File: src/rtl/edge_relaxer_pkg.sv
// Shared widths, FSM encodings and address helper for the edge relaxation engine.
// Optional feature macro used by this block: RELAX_TIMEOUT_EN.
package edge_relaxer_pkg;

  localparam int unsigned DEFAULT_MADDR_WIDTH    = 16;
  localparam int unsigned DEFAULT_MDATA_WIDTH    = 32;
  localparam int unsigned DEFAULT_NODE_WIDTH     = 8;
  localparam int unsigned DEFAULT_TIMEOUT_CYCLES = 255;

  typedef enum logic [3:0] {
    S_IDLE  = 4'd0,
    S_RD_U  = 4'd1,
    S_GAP_U = 4'd2,
    S_RD_V  = 4'd3,
    S_GAP_V = 4'd4,
    S_CMP   = 4'd5,
    S_WR_V  = 4'd6,
    S_GAP_W = 4'd7,
    S_DONE  = 4'd8
  } relax_state_e;

  typedef enum logic [1:0] {
    P_IDLE = 2'd0,
    P_RD   = 2'd1,
    P_WR   = 2'd2,
    P_GAP  = 2'd3
  } port_state_e;

  // Byte address of a distance word; callers truncate to the bus width.
  function automatic int unsigned byte_addr(input int unsigned base,
                                            input int unsigned node,
                                            input int unsigned bytes);
    return base + node * bytes;
  endfunction

endpackage

File: src/rtl/edge_relaxer_mem_port.sv
// Single-access BlockRam sequencer: enable/ready handshake, read-data latch, one-cycle gap.
// RELAX_TIMEOUT_EN adds a per-access ready-wait limit that aborts the access.
module edge_relaxer_mem_port
  import edge_relaxer_pkg::*;
#(
  parameter int unsigned AW = DEFAULT_MADDR_WIDTH,
  parameter int unsigned DW = DEFAULT_MDATA_WIDTH
`ifdef RELAX_TIMEOUT_EN
  ,
  parameter int unsigned TIMEOUT_CYCLES = DEFAULT_TIMEOUT_CYCLES
`endif
) (
  input  logic          clk_i,
  input  logic          rst_ni,
  input  logic          cmd_rd_i,
  input  logic          cmd_wr_i,
  input  logic [AW-1:0] cmd_addr_i,
  input  logic [DW-1:0] cmd_wdata_i,
  output logic          ack_c_o,
  output logic          timeout_c_o,
  output logic [DW-1:0] rdata_o,
  output logic          mem_read_enable_o,
  output logic          mem_write_enable_o,
  input  logic          mem_read_ready_i,
  input  logic          mem_write_ready_i,
  output logic [AW-1:0] mem_addr_o,
  output logic [DW-1:0] mem_write_data_o,
  input  logic [DW-1:0] mem_read_data_i
);

  port_state_e   state_q, state_d;
  logic          rd_en_q, rd_en_d;
  logic          wr_en_q, wr_en_d;
  logic [AW-1:0] addr_q, addr_d;
  logic [DW-1:0] wdata_q, wdata_d;
  logic [DW-1:0] rdata_q, rdata_d;

`ifdef RELAX_TIMEOUT_EN
  localparam int unsigned CW = $clog2(TIMEOUT_CYCLES + 1);
  logic [CW-1:0] cnt_q, cnt_d;
`endif

  always_ff @(posedge clk_i or negedge rst_ni) begin
    if (!rst_ni) begin
      state_q <= P_IDLE;
      rd_en_q <= 1'b0;
      wr_en_q <= 1'b0;
      addr_q  <= '0;
      wdata_q <= '0;
      rdata_q <= '0;
`ifdef RELAX_TIMEOUT_EN
      cnt_q   <= '0;
`endif
    end else begin
      state_q <= state_d;
      rd_en_q <= rd_en_d;
      wr_en_q <= wr_en_d;
      addr_q  <= addr_d;
      wdata_q <= wdata_d;
      rdata_q <= rdata_d;
`ifdef RELAX_TIMEOUT_EN
      cnt_q   <= cnt_d;
`endif
    end
  end

  // Commands are accepted in IDLE or during the gap cycle; enables only rise afterwards.
  always_comb begin
    state_d     = state_q;
    addr_d      = addr_q;
    wdata_d     = wdata_q;
    rdata_d     = rdata_q;
    ack_c_o     = 1'b0;
    timeout_c_o = 1'b0;
`ifdef RELAX_TIMEOUT_EN
    cnt_d       = cnt_q;
`endif
    unique case (state_q)
      P_IDLE, P_GAP: begin
        state_d = P_IDLE;
        if (cmd_rd_i) begin
          state_d = P_RD;
          addr_d  = cmd_addr_i;
`ifdef RELAX_TIMEOUT_EN
          cnt_d   = '0;
`endif
        end else if (cmd_wr_i) begin
          state_d = P_WR;
          addr_d  = cmd_addr_i;
          wdata_d = cmd_wdata_i;
`ifdef RELAX_TIMEOUT_EN
          cnt_d   = '0;
`endif
        end
      end
      P_RD, P_WR: begin
        if ((state_q == P_RD) ? mem_read_ready_i : mem_write_ready_i) begin
          ack_c_o = 1'b1;
          state_d = P_GAP;
          if (state_q == P_RD) begin
            rdata_d = mem_read_data_i;
          end
        end
`ifdef RELAX_TIMEOUT_EN
        else if (cnt_q == CW'(TIMEOUT_CYCLES - 1)) begin
          timeout_c_o = 1'b1;
          state_d     = P_GAP;
        end else begin
          cnt_d = cnt_q + CW'(1);
        end
`endif
      end
      default: state_d = P_IDLE;
    endcase
    rd_en_d = (state_d == P_RD);
    wr_en_d = (state_d == P_WR);
  end

  assign mem_read_enable_o  = rd_en_q;
  assign mem_write_enable_o = wr_en_q;
  assign mem_addr_o         = addr_q;
  assign mem_write_data_o   = wdata_q;
  assign rdata_o            = rdata_q;

endmodule

File: src/rtl/edge_relaxer.sv
// Dijkstra edge relaxation: dist[v] = min(dist[v], sat(dist[u] + weight)) via BlockRam.
// RELAX_TIMEOUT_EN enables the ready-wait abort path and the error output.
module edge_relaxer
  import edge_relaxer_pkg::*;
#(
  parameter int unsigned MADDR_WIDTH = DEFAULT_MADDR_WIDTH,
  parameter int unsigned MDATA_WIDTH = DEFAULT_MDATA_WIDTH,
  parameter int unsigned NODE_WIDTH  = DEFAULT_NODE_WIDTH,
  parameter int unsigned BASE_ADDR   = 0
`ifdef RELAX_TIMEOUT_EN
  ,
  parameter int unsigned TIMEOUT_CYCLES = DEFAULT_TIMEOUT_CYCLES
`endif
) (
  input  logic                   clock,
  input  logic                   reset,
  input  logic                   start,
  input  logic [NODE_WIDTH-1:0]  node_u,
  input  logic [NODE_WIDTH-1:0]  node_v,
  input  logic [MDATA_WIDTH-1:0] weight,
  output logic                   busy,
  output logic                   done,
  output logic                   updated,
  output logic [MDATA_WIDTH-1:0] new_dist,
  output logic                   error,
  output logic                   mem_read_enable,
  output logic                   mem_write_enable,
  input  logic                   mem_write_ready,
  input  logic                   mem_read_ready,
  output logic [MADDR_WIDTH-1:0] mem_addr,
  input  logic [MDATA_WIDTH-1:0] mem_read_data,
  output logic [MDATA_WIDTH-1:0] mem_write_data
);

  localparam int unsigned             DBYTES   = MDATA_WIDTH / 8;
  localparam logic [MDATA_WIDTH-1:0] DIST_INF = '1;

  relax_state_e           state_q, state_d;
  logic [NODE_WIDTH-1:0]  node_u_q, node_u_d;
  logic [NODE_WIDTH-1:0]  node_v_q, node_v_d;
  logic [MDATA_WIDTH-1:0] weight_q, weight_d;
  logic [MDATA_WIDTH-1:0] dist_u_q, dist_u_d;
  logic                   busy_q, busy_d;
  logic                   done_q, done_d;
  logic                   updated_q, updated_d;
  logic [MDATA_WIDTH-1:0] new_dist_q, new_dist_d;
  logic                   error_q, error_d;

  logic                   cmd_rd_c, cmd_wr_c;
  logic [MADDR_WIDTH-1:0] cmd_addr_c;
  logic [MDATA_WIDTH-1:0] cmd_wdata_c;
  logic                   ack_c, timeout_c;
  logic [MDATA_WIDTH-1:0] port_rdata;
  logic [MDATA_WIDTH:0]   cand_c;
  logic [MDATA_WIDTH-1:0] cand_sat_c;
  logic                   relax_c;

  function automatic logic [MADDR_WIDTH-1:0] node_addr(input logic [NODE_WIDTH-1:0] n);
    return MADDR_WIDTH'(byte_addr(BASE_ADDR, 32'(n), DBYTES));
  endfunction

  // One extra bit catches the carry so the sum saturates instead of wrapping.
  assign cand_c     = {1'b0, dist_u_q} + {1'b0, weight_q};
  assign cand_sat_c = cand_c[MDATA_WIDTH] ? DIST_INF : cand_c[MDATA_WIDTH-1:0];
  assign relax_c    = (dist_u_q != DIST_INF) && (cand_sat_c < port_rdata);

  always_ff @(posedge clock or negedge reset) begin
    if (!reset) begin
      state_q    <= S_IDLE;
      node_u_q   <= '0;
      node_v_q   <= '0;
      weight_q   <= '0;
      dist_u_q   <= '0;
      busy_q     <= 1'b0;
      done_q     <= 1'b0;
      updated_q  <= 1'b0;
      new_dist_q <= '0;
      error_q    <= 1'b0;
    end else begin
      state_q    <= state_d;
      node_u_q   <= node_u_d;
      node_v_q   <= node_v_d;
      weight_q   <= weight_d;
      dist_u_q   <= dist_u_d;
      busy_q     <= busy_d;
      done_q     <= done_d;
      updated_q  <= updated_d;
      new_dist_q <= new_dist_d;
      error_q    <= error_d;
    end
  end

  always_comb begin
    state_d     = state_q;
    node_u_d    = node_u_q;
    node_v_d    = node_v_q;
    weight_d    = weight_q;
    dist_u_d    = dist_u_q;
    cmd_rd_c    = 1'b0;
    cmd_wr_c    = 1'b0;
    cmd_addr_c  = '0;
    cmd_wdata_c = '0;
    updated_d   = 1'b0;
    new_dist_d  = '0;
    error_d     = 1'b0;
    unique case (state_q)
      S_IDLE: begin
        if (start) begin
          state_d    = S_RD_U;
          node_u_d   = node_u;
          node_v_d   = node_v;
          weight_d   = weight;
          cmd_rd_c   = 1'b1;
          cmd_addr_c = node_addr(node_u);
        end
      end
      S_RD_U: begin
        if (ack_c) begin
          state_d = S_GAP_U;
        end else if (timeout_c) begin
          state_d = S_DONE;
          error_d = 1'b1;
        end
      end
      S_GAP_U: begin
        dist_u_d   = port_rdata;
        state_d    = S_RD_V;
        cmd_rd_c   = 1'b1;
        cmd_addr_c = node_addr(node_v_q);
      end
      S_RD_V: begin
        if (ack_c) begin
          state_d = S_GAP_V;
        end else if (timeout_c) begin
          state_d = S_DONE;
          error_d = 1'b1;
        end
      end
      S_GAP_V: state_d = S_CMP;
      // port_rdata still holds dist[v] here; ties keep the old value.
      S_CMP: begin
        if (relax_c) begin
          state_d     = S_WR_V;
          cmd_wr_c    = 1'b1;
          cmd_addr_c  = node_addr(node_v_q);
          cmd_wdata_c = cand_sat_c;
        end else begin
          state_d    = S_DONE;
          new_dist_d = port_rdata;
        end
      end
      S_WR_V: begin
        if (ack_c) begin
          state_d = S_GAP_W;
        end else if (timeout_c) begin
          state_d = S_DONE;
          error_d = 1'b1;
        end
      end
      S_GAP_W: begin
        state_d    = S_DONE;
        updated_d  = 1'b1;
        new_dist_d = mem_write_data;
      end
      S_DONE:  state_d = S_IDLE;
      default: state_d = S_IDLE;
    endcase
    done_d = (state_d == S_DONE);
    busy_d = (state_d != S_IDLE) && (state_d != S_DONE);
  end

  edge_relaxer_mem_port #(
    .AW (MADDR_WIDTH),
    .DW (MDATA_WIDTH)
`ifdef RELAX_TIMEOUT_EN
    ,
    .TIMEOUT_CYCLES (TIMEOUT_CYCLES)
`endif
  ) u_mem_port (
    .clk_i              (clock),
    .rst_ni             (reset),
    .cmd_rd_i           (cmd_rd_c),
    .cmd_wr_i           (cmd_wr_c),
    .cmd_addr_i         (cmd_addr_c),
    .cmd_wdata_i        (cmd_wdata_c),
    .ack_c_o            (ack_c),
    .timeout_c_o        (timeout_c),
    .rdata_o            (port_rdata),
    .mem_read_enable_o  (mem_read_enable),
    .mem_write_enable_o (mem_write_enable),
    .mem_read_ready_i   (mem_read_ready),
    .mem_write_ready_i  (mem_write_ready),
    .mem_addr_o         (mem_addr),
    .mem_write_data_o   (mem_write_data),
    .mem_read_data_i    (mem_read_data)
  );

  assign busy     = busy_q;
  assign done     = done_q;
  assign updated  = updated_q;
  assign new_dist = new_dist_q;
  assign error    = error_q;

endmodule

File: config.mk
export PLATFORM = sky130hd
export DESIGN_NAME = edge_relaxer
export DESIGN_NICKNAME = d
export VERILOG_FILES = /design/src/rtl/edge_relaxer_pkg.sv /design/src/rtl/edge_relaxer_mem_port.sv /design/src/rtl/edge_relaxer.sv
export SDC_FILE = /design/constraint.sdc
export NUM_CORES = 1
export LEC_CHECK = 0
export BUFFER_PORTS_ARGS = -buffer_cell sky130_fd_sc_hd__buf_2
export CAP_MARGIN = 20
export CORE_MARGIN = 4
export CORE_UTILIZATION = 35
export DETAILED_ROUTE_END_ITERATION = 10
export PLACE_DENSITY = 0.57
export SETUP_SLACK_MARGIN = 0.02
export SYNTH_ARGS = -nofsm -noshare
export SYNTH_HDL_FRONTEND = slang
export SYNTH_SLANG_ARGS = --single-unit
export TNS_END_PERCENT = 5
File: constraint.sdc
create_clock -name clock -period 6.1 [get_ports clock]
set_input_delay 1.83 -clock clock [delete_from_list [all_inputs] [get_ports clock]]
set_output_delay 1.83 -clock clock [all_outputs]
set_load 0.03 [all_outputs]
# Word-level counts from Yosys, hierarchy flattened
# Index checks and enable logic that the tools add are counted.
dict set report word_totals {
  memories 0
  regBits 195
  ramBits 0
  out_inout_bits 86
  mem_bits_ro 0
  latchBits 0
}
dict set report op_classes {
  n_div 0
  multipliers 0
  eq_ne 15
  n_reduce_logical 12
  addsub 1
  n_mux 28
  bitwise 1
  n_lt_le_gt_ge 1
  shifts 0
}
# operator count
set op_table {}
lappend op_table {{two-way mux 32 bit} 4}
lappend op_table {{one-hot mux 32 bit (2 select lines)} 1}
lappend op_table {{adder 32 x 32 -> 33 bit} 1}
lappend op_table {{less-than comparator 32 bit} 1}
lappend op_table {{two-way mux 16 bit} 2}
lappend op_table {{!= test 32 bit (second input constant)} 1}
lappend op_table {{one-hot mux 4 bit (8 select lines)} 1}
lappend op_table {{one-hot mux 10 bit (3 select lines)} 1}
lappend op_table {{two-way mux 10 bit} 2}
lappend op_table {{two-way mux 4 bit} 5}
lappend op_table {{equality test 4 x 3 -> 1 bit (second input constant)} 4}
lappend op_table {{equality test 4 x 2 -> 1 bit (second input constant)} 2}
lappend op_table {{two-way mux 1 bit} 7}
lappend op_table {{equality test 2 bit (second input constant)} 3}
lappend op_table {{two-way mux 2 bit} 3}
lappend op_table {{AND reduction 3 bit} 2}
lappend op_table {{equality test 2 x 1 -> 1 bit (second input constant)} 2}
lappend op_table {{equality test 4 x 1 -> 1 bit (second input constant)} 1}
lappend op_table {{equality test 4 bit (second input constant)} 1}
lappend op_table {{logical NOT 4 bit} 1}
lappend op_table {{!= test 4 bit (second input constant)} 1}
lappend op_table {{one-hot mux 2 bit (2 select lines)} 1}
lappend op_table {{AND reduction 2 bit} 2}
lappend op_table {{nonzero test 4 bit} 1}
lappend op_table {{6 further kinds} 8}

# Longest topological paths before layout
dict set report logic_depth {
  depth_word 10
  depth_mapped 24
}

# Hierarchy
# From an unflattened synthesis, not the netlist that was laid out.
dict set report unflattened {
  cells_unflattened 990
  hier_area_um2 10641.5
}
# module instances cells_each area_per_inst_um2 seq_area_each_um2
set by_module_without_submodules {}
lappend by_module_without_submodules {edge_relaxer 1 801 7308.3 2802.7}
lappend by_module_without_submodules {edge_relaxer_mem_port 1 189 3333.2 2102.0}

# Least setup slack after synthesis
# No wires, ideal clock.
dict set report synth_path {
  path_kind {reg2reg}
  start {register weight_q[0]}
  end {register u_mem_port.wdata_q[10] (netlist: u_mem_port.mem_write_data_o[10])}
  period_less_slack_ns 4.941
  arrival_time_ns 4.816
  path_slack_ns 1.159
  setup_time_ns 0.125
  stages_incl_launch_ff 25
  path_cell_list {dfrtp_1 ha_1 fa_1 a211oi_1 o21ai_1 nand2_1 o311a_1 o21ai_1 a31oi_1 and2_1 buf_2 buf_2 nand2_1 ha_1 a21o_1 a21o_1 a221oi_1 o21ai_0 a211oi_1 and4_1 a22o_1 and2_1 buf_6 buf_6 mux2_4}
}
dict set report synth_between {
  elab_chain_len 7
}
# item line_no
set synth_lines {}
lappend synth_lines {{start: declaration} edge_relaxer.sv:41} ;# logic [MDATA_WIDTH-1:0] weight_q, weight_d;
lappend synth_lines {{start signal: assignment} edge_relaxer.sv:83} ;# weight_q <= weight_d;
lappend synth_lines {{adder 32 x 32 -> 33 bit (*)} edge_relaxer.sv:63} ;# assign cand_c = {1'b0, dist_u_q} + {1'b0, weight_q};
lappend synth_lines {{two-way mux 32 bit (*)} edge_relaxer.sv:64} ;# assign cand_sat_c = cand_c[MDATA_WIDTH] ? DIST_INF : cand_c[MDATA_WIDTH-1:0];
lappend synth_lines {{less-than comparator 32 bit} edge_relaxer.sv:65} ;# assign relax_c = (dist_u_q != DIST_INF) && (cand_sat_c < port_rdata);
lappend synth_lines {{logical AND 1 bit} edge_relaxer.sv:65}
lappend synth_lines {{two-way mux 1 bit} edge_relaxer.sv:142} ;# if (relax_c) begin
lappend synth_lines {{two-way mux 1 bit} edge_relaxer.sv:106} ;# unique case (state_q)
lappend synth_lines {{AND reduction 3 bit (no source line)} n/a}
lappend synth_lines {{end signal: assignment} edge_relaxer_mem_port.sv:59} ;# wdata_q <= wdata_d;
lappend synth_lines {{end: declaration} edge_relaxer_mem_port.sv:35} ;# logic [DW-1:0] wdata_q, wdata_d;
# Mark *: on every way between the ends. The rest lies on a longest branch, timed or not.
# A chain may end at the register's enable or synchronous reset.

# Worst setup path after layout
dict set report layout_path {
  start {register dist_u_q[0]}
  end {register u_mem_port.wdata_q[10] (netlist: u_mem_port.mem_write_data_o[10])}
}
dict set report layout_between {
  elab_chain_len 7
}
# item line_no
set layout_lines {}
lappend layout_lines {{start: declaration} edge_relaxer.sv:42} ;# logic [MDATA_WIDTH-1:0] dist_u_q, dist_u_d;
lappend layout_lines {{start signal: assignment} edge_relaxer.sv:84} ;# dist_u_q <= dist_u_d;
lappend layout_lines {{adder 32 x 32 -> 33 bit} edge_relaxer.sv:63}
lappend layout_lines {{two-way mux 32 bit} edge_relaxer.sv:64}
lappend layout_lines {{less-than comparator 32 bit} edge_relaxer.sv:65}
lappend layout_lines {{logical AND 1 bit} edge_relaxer.sv:65}
lappend layout_lines {{two-way mux 1 bit} edge_relaxer.sv:142}
lappend layout_lines {{two-way mux 1 bit} edge_relaxer.sv:106}
lappend layout_lines {{AND reduction 3 bit (no source line)} n/a}
# Several ways; a longest one is shown, not always the timed one.

==> results.sh <==
export IMPL_final_min_clock_period_ns=5.761
export IMPL_power_switching_fraction_pct=45.61
export IMPL_cts_hold_fix_buffers=0
export IMPL_grt_overflow=0
export IMPL_criticalPathCategory="flip-flop to flip-flop"
export IMPL_num_fill_cells=2787
export IMPL_critical_path_buf_inv_count=2
export IMPL_drive_above_1_share_pct=27.26
export IMPL_yosysWarningCount=0
export IMPL_wirelength_met1_mm=13.14
export IMPL_max_vdd_ir_drop_mv=0.2844
export IMPL_reg2reg_setup_slack_ns=0.34
export IMPL_sequential_cell_area_um2=4681
export IMPL_grt_total_usage_pct=17.48
export IMPL_post_route_period_util_pct=94.45
export IMPL_rr_endpoint="u_mem_port.mem_write_data_o[10]"
export IMPL_kind_of_cell_adding_the_most_delay_to_the_critical_path="compound AO/OA/AOI/OAI gates"
export IMPL_hold_class="flip-flop to flip-flop"
export IMPL_maxCapViolCount=0
export IMPL_stages_on_worst_setup_path=22
export IMPL_timing_critical_path_from="dist_u_q[0]"
export IMPL_finalPower_mw=8.012
export IMPL_placeableCoreArea_um2=28010
export IMPL_clk_latency_ns=0.44
export IMPL_final_max_slew_violation_count=0
export IMPL_commonest_cells_after_routing_fill_and_taps_aside="212 x sky130_fd_sc_hd__nand2_1, 186 x sky130_fd_sc_hd__dfrtp_1, 160 x sky130_fd_sc_hd__buf_2"
export IMPL_combPwrFrac_pct=58.2
export IMPL_crit_path_end="u_mem_port.mem_write_data_o[10]"
export IMPL_power_switching_mw=3.654
export IMPL_timing_rr_start="dist_u_q[0]"
export IMPL_antenna_found_initial=0
export IMPL_area_growth_pct=17.86
export IMPL_critPathSlowestCell="sky130_fd_sc_hd__fa_1"
export IMPL_cts_num_sinks=187
export IMPL_report_final_setup_viol=0
export IMPL_detailed_route_wire_length_mm=27.34
export IMPL_edff_count_synth=0
export IMPL_achievable_frequency_mhz=173.6
export IMPL_antenna_violating_nets_post_route=0
export IMPL_fin_hold_ws_ns=0.4627
export IMPL_cts_made_buffers=17
export IMPL_routed_top_layer="met4"
export IMPL_timing_final_hold_violations=0
export IMPL_detailedRoute_firstPassIterationCount=5
export IMPL_floorplan_die_width_um=177.2
export IMPL_first_global_vias=7596
export IMPL_cts_max_level=4
export IMPL_pwr_share_clk_pct=15.0
export IMPL_detailedPlacementHpwl_mm=20.43
export IMPL_fin_setup_tns_ns=0
export IMPL_required_ns=6.42
export IMPL_clock_tree_buffer_depth=2
export IMPL_routedWlPerCell_um=18.00
export IMPL_met3WireLength_mm=1.306
export IMPL_async_reset_ff_share_pct=100.0
export IMPL_die_height_um=177.2
export IMPL_path_cells="ha_1 -> fa_1 -> a211oi_2 -> o21ai_1 -> nand2_1 -> o311a_1 -> o21ai_1 -> a31oi_1 -> and2_1 -> buf_4 -> nand2_1 -> ha_1 -> a21oi_1 -> o21ai_0 -> a221oi_2 -> o21ai_0 -> a211oi_1 -> and4_1 -> a22o_1 -> and2_2 -> buf_12 -> mux2_4"
export IMPL_yosys_register_bits=187
export IMPL_viasPerCell=4.971
export IMPL_syn_area_per_cell_um2=10.23
export IMPL_timing_critical_path_to_type="flip-flop"
export IMPL_place_gp_congestion=0.8735
export IMPL_worstPathMaxFanout=26
export IMPL_power_leakage_nw=5.905
export IMPL_seq_area_frac_synth_pct=46.71
export IMPL_synth_area_um2=10020
export IMPL_netlist_instances=979
export IMPL_met2RoutedLength_mm=12.22
export IMPL_multi_input_area_um2=4928
export IMPL_synthDistinctLibCells=60
export IMPL_clock_skew_final_ns=0.01306
export IMPL_power_internal_mw=4.357
export IMPL_worstPathArrival_ns=6.08
export IMPL_sequential_share_of_power_pct=26.8
export IMPL_nNetsFinal=1278
export IMPL_whs_path_depth=2
export IMPL_dominantRegCellSynth="sky130_fd_sc_hd__dfrtp_1"
export IMPL_cp_slowest_stage_delay_ns=0.45
export IMPL_start_util_pct=35.77
export IMPL_reg2reg_depth=22
export IMPL_clk_root_buf="sky130_fd_sc_hd__clkbuf_16"
export IMPL_worst_slew_pin_slew_ns=1.047
export IMPL_grt_pass1_wl_mm=42.92
export IMPL_clock_slew_at_reported_path_ffs_ns=0.07
export IMPL_most_common_cell_after_layout_fill_and_taps_aside="sky130_fd_sc_hd__nand2_1"
export IMPL_io_buffers=161
export IMPL_final_antenna_diode_count=0
export IMPL_route_detailed_drc=0
export IMPL_run_status="completed"
export IMPL_ios=171
export IMPL_launching_element_type_of_the_critical_path="flip-flop"
export IMPL_tritoncts_clock_tree="yes"
export IMPL_die_area_um2=31390
export IMPL_power_per_cell_area_nw_per_um2=678.5
export IMPL_floorplan_rows=61
export IMPL_detailroute_via_count=7551
export IMPL_maximum_number_of_pins_on_one_net_before_global_route_repair=120
export IMPL_timing_slew_headroom_pct=30.23
export IMPL_drt_first_iter_violations=398
## power by group through the flow
stage | Sequential, mW | Combinational (mW) | Clock [mW]
final | 2.15 | 4.66 | 1.20
after global routing | 2.21 | 5.21 | 1.28
after CTS | 2.15 | 4.64 | 1.23
after detailed placement | 2.17 | 4.60 | 0
after global placement | 2.17 | 4.51 | 0
after floorplan | 2.25 | 3.32 | 0
## metrics by stage
step | utilization (%) | cell area, µm² | std cells | setup WS [ns]
final | 42.15 | 11810 | 1519 | 0.3386
after global routing | 42.15 | 11810 | 1519 | -0.007480
after CTS | 42.11 | 11800 | 1519 | 0.2408
after detailed placement | 39.85 | 11160 | 1487 | 0.2810
after global placement | 39.85 | 11160 | 1487 | 0.4428
after floorplan | - | 10050 | 987 | 1.159
## sequential cells by signal, indices dropped and copies added (netlist names)
signal,count
u_mem_port.mem_write_enable_o,1
u_mem_port.mem_addr_o,8
u_mem_port.state_q,2
updated,1
state_q,4
dist_u_q,32
weight_q,32
done,1
u_mem_port.mem_write_data_o,32
new_dist,32
u_mem_port.mem_read_enable_o,1
u_mem_port.rdata_o,32
busy,1
node_v_q,8
## cell families (layout without fill, tap and decap cells)
group | Yosys count | after routing | synth area share [%]
buf+inv | 97 | 251 | 4.633
simple gates | 335 | 335 | 15.21
fa+ha+maj | 65 | 65 | 8.193
compound gates | 167 | 167 | 10.49
flops | 187 | 187 | 46.71
xor+xnor | 23 | 23 | 2.011
mux | 104 | 104 | 12.71
other cells | 1 | 9 | 0.03743
## worst min path at each step
stage | start | endpoint
floorplan | node_v_q[0] | node_v_q[0]
global placement | node_v_q[3] | node_v_q[3]
detailed placement | node_v_q[2] | node_v_q[2]
CTS | node_v_q[5] | node_v_q[5]
global route | u_mem_port.mem_addr_o[3] | u_mem_port.mem_addr_o[3]
finish | node_v_q[5] | node_v_q[5]
## what timing repair did
action	in CTS	in global routing
setup buffers	0	0
gates resized for setup	0	3
setup endpoints to repair	0	34
## synth_stat cells (3+ instances only)
master / number / area, µm²
sky130_fd_sc_hd__ha_1: 64 / 800.8
sky130_fd_sc_hd__a22o_1: 3 / 26.28
sky130_fd_sc_hd__a31oi_1: 11 / 68.82
sky130_fd_sc_hd__or3b_2: 3 / 26.28
sky130_fd_sc_hd__o21ai_0: 21 / 105.1
sky130_fd_sc_hd__a211oi_1: 8 / 60.06
sky130_fd_sc_hd__o21bai_1: 4 / 30.03
sky130_fd_sc_hd__inv_1: 45 / 168.9
sky130_fd_sc_hd__xnor2_1: 11 / 96.34
sky130_fd_sc_hd__nor2b_1: 7 / 43.79
sky130_fd_sc_hd__nand4_1: 16 / 100.1
sky130_fd_sc_hd__nand3_1: 6 / 30.03
sky130_fd_sc_hd__buf_1: 4 / 15.01
sky130_fd_sc_hd__nor3_1: 6 / 30.03
sky130_fd_sc_hd__a21o_1: 19 / 142.6
sky130_fd_sc_hd__a21boi_0: 3 / 22.52
sky130_fd_sc_hd__a21oi_1: 64 / 320.3
sky130_fd_sc_hd__mux2_4: 28 / 420.4
sky130_fd_sc_hd__xor2_1: 12 / 105.1
sky130_fd_sc_hd__dfrtp_1: 187 / 4679
sky130_fd_sc_hd__mux2_2: 65 / 732.0
sky130_fd_sc_hd__buf_6: 8 / 90.09
sky130_fd_sc_hd__nor2_1: 21 / 78.83
sky130_fd_sc_hd__o21a_1: 7 / 52.55
sky130_fd_sc_hd__buf_2: 5 / 25.02
sky130_fd_sc_hd__o21ai_1: 3 / 15.01
sky130_fd_sc_hd__mux2_1: 9 / 101.4
sky130_fd_sc_hd__nand2b_1: 7 / 43.79
sky130_fd_sc_hd__nor4_1: 3 / 18.77
sky130_fd_sc_hd__buf_4: 9 / 67.56
sky130_fd_sc_hd__nor3b_1: 4 / 30.03
sky130_fd_sc_hd__o31ai_1: 5 / 37.54
sky130_fd_sc_hd__or3_1: 35 / 219.0
sky130_fd_sc_hd__and2_1: 3 / 18.77
sky130_fd_sc_hd__nand2_1: 212 / 795.8
sky130_fd_sc_hd__and4_1: 3 / 26.28
sky130_fd_sc_hd__clkbuf_1: 26 / 97.59
## worst min-delay path, delay by kind of cell (launching register included)
| kind | cells | cell delay [ns] |
|---|---|---|
| DFF | 1 | 0.32 |
| and+or+nand+nor | 2 | 0.11 |
## metal layers
layer  vias to the layer above  track usage (%)
met5                         -                0
met4                         0            6.061
met3                        42            3.183
met2                       190            27.08
met1                      3638            24.69
li1                       3681                -
## cell type report
type / instances / area share [%]
multi-input combinational: 703 / 41.74
sequential: 187 / 39.64
tap: 378 / 4.006
timing repair buffer: 174 / 7.831
clock buffer: 20 / 3.783
clock inverter: 12 / 1.568
inverter: 45 / 1.431
No activity file was read; power rests on OpenSTA's default activity.
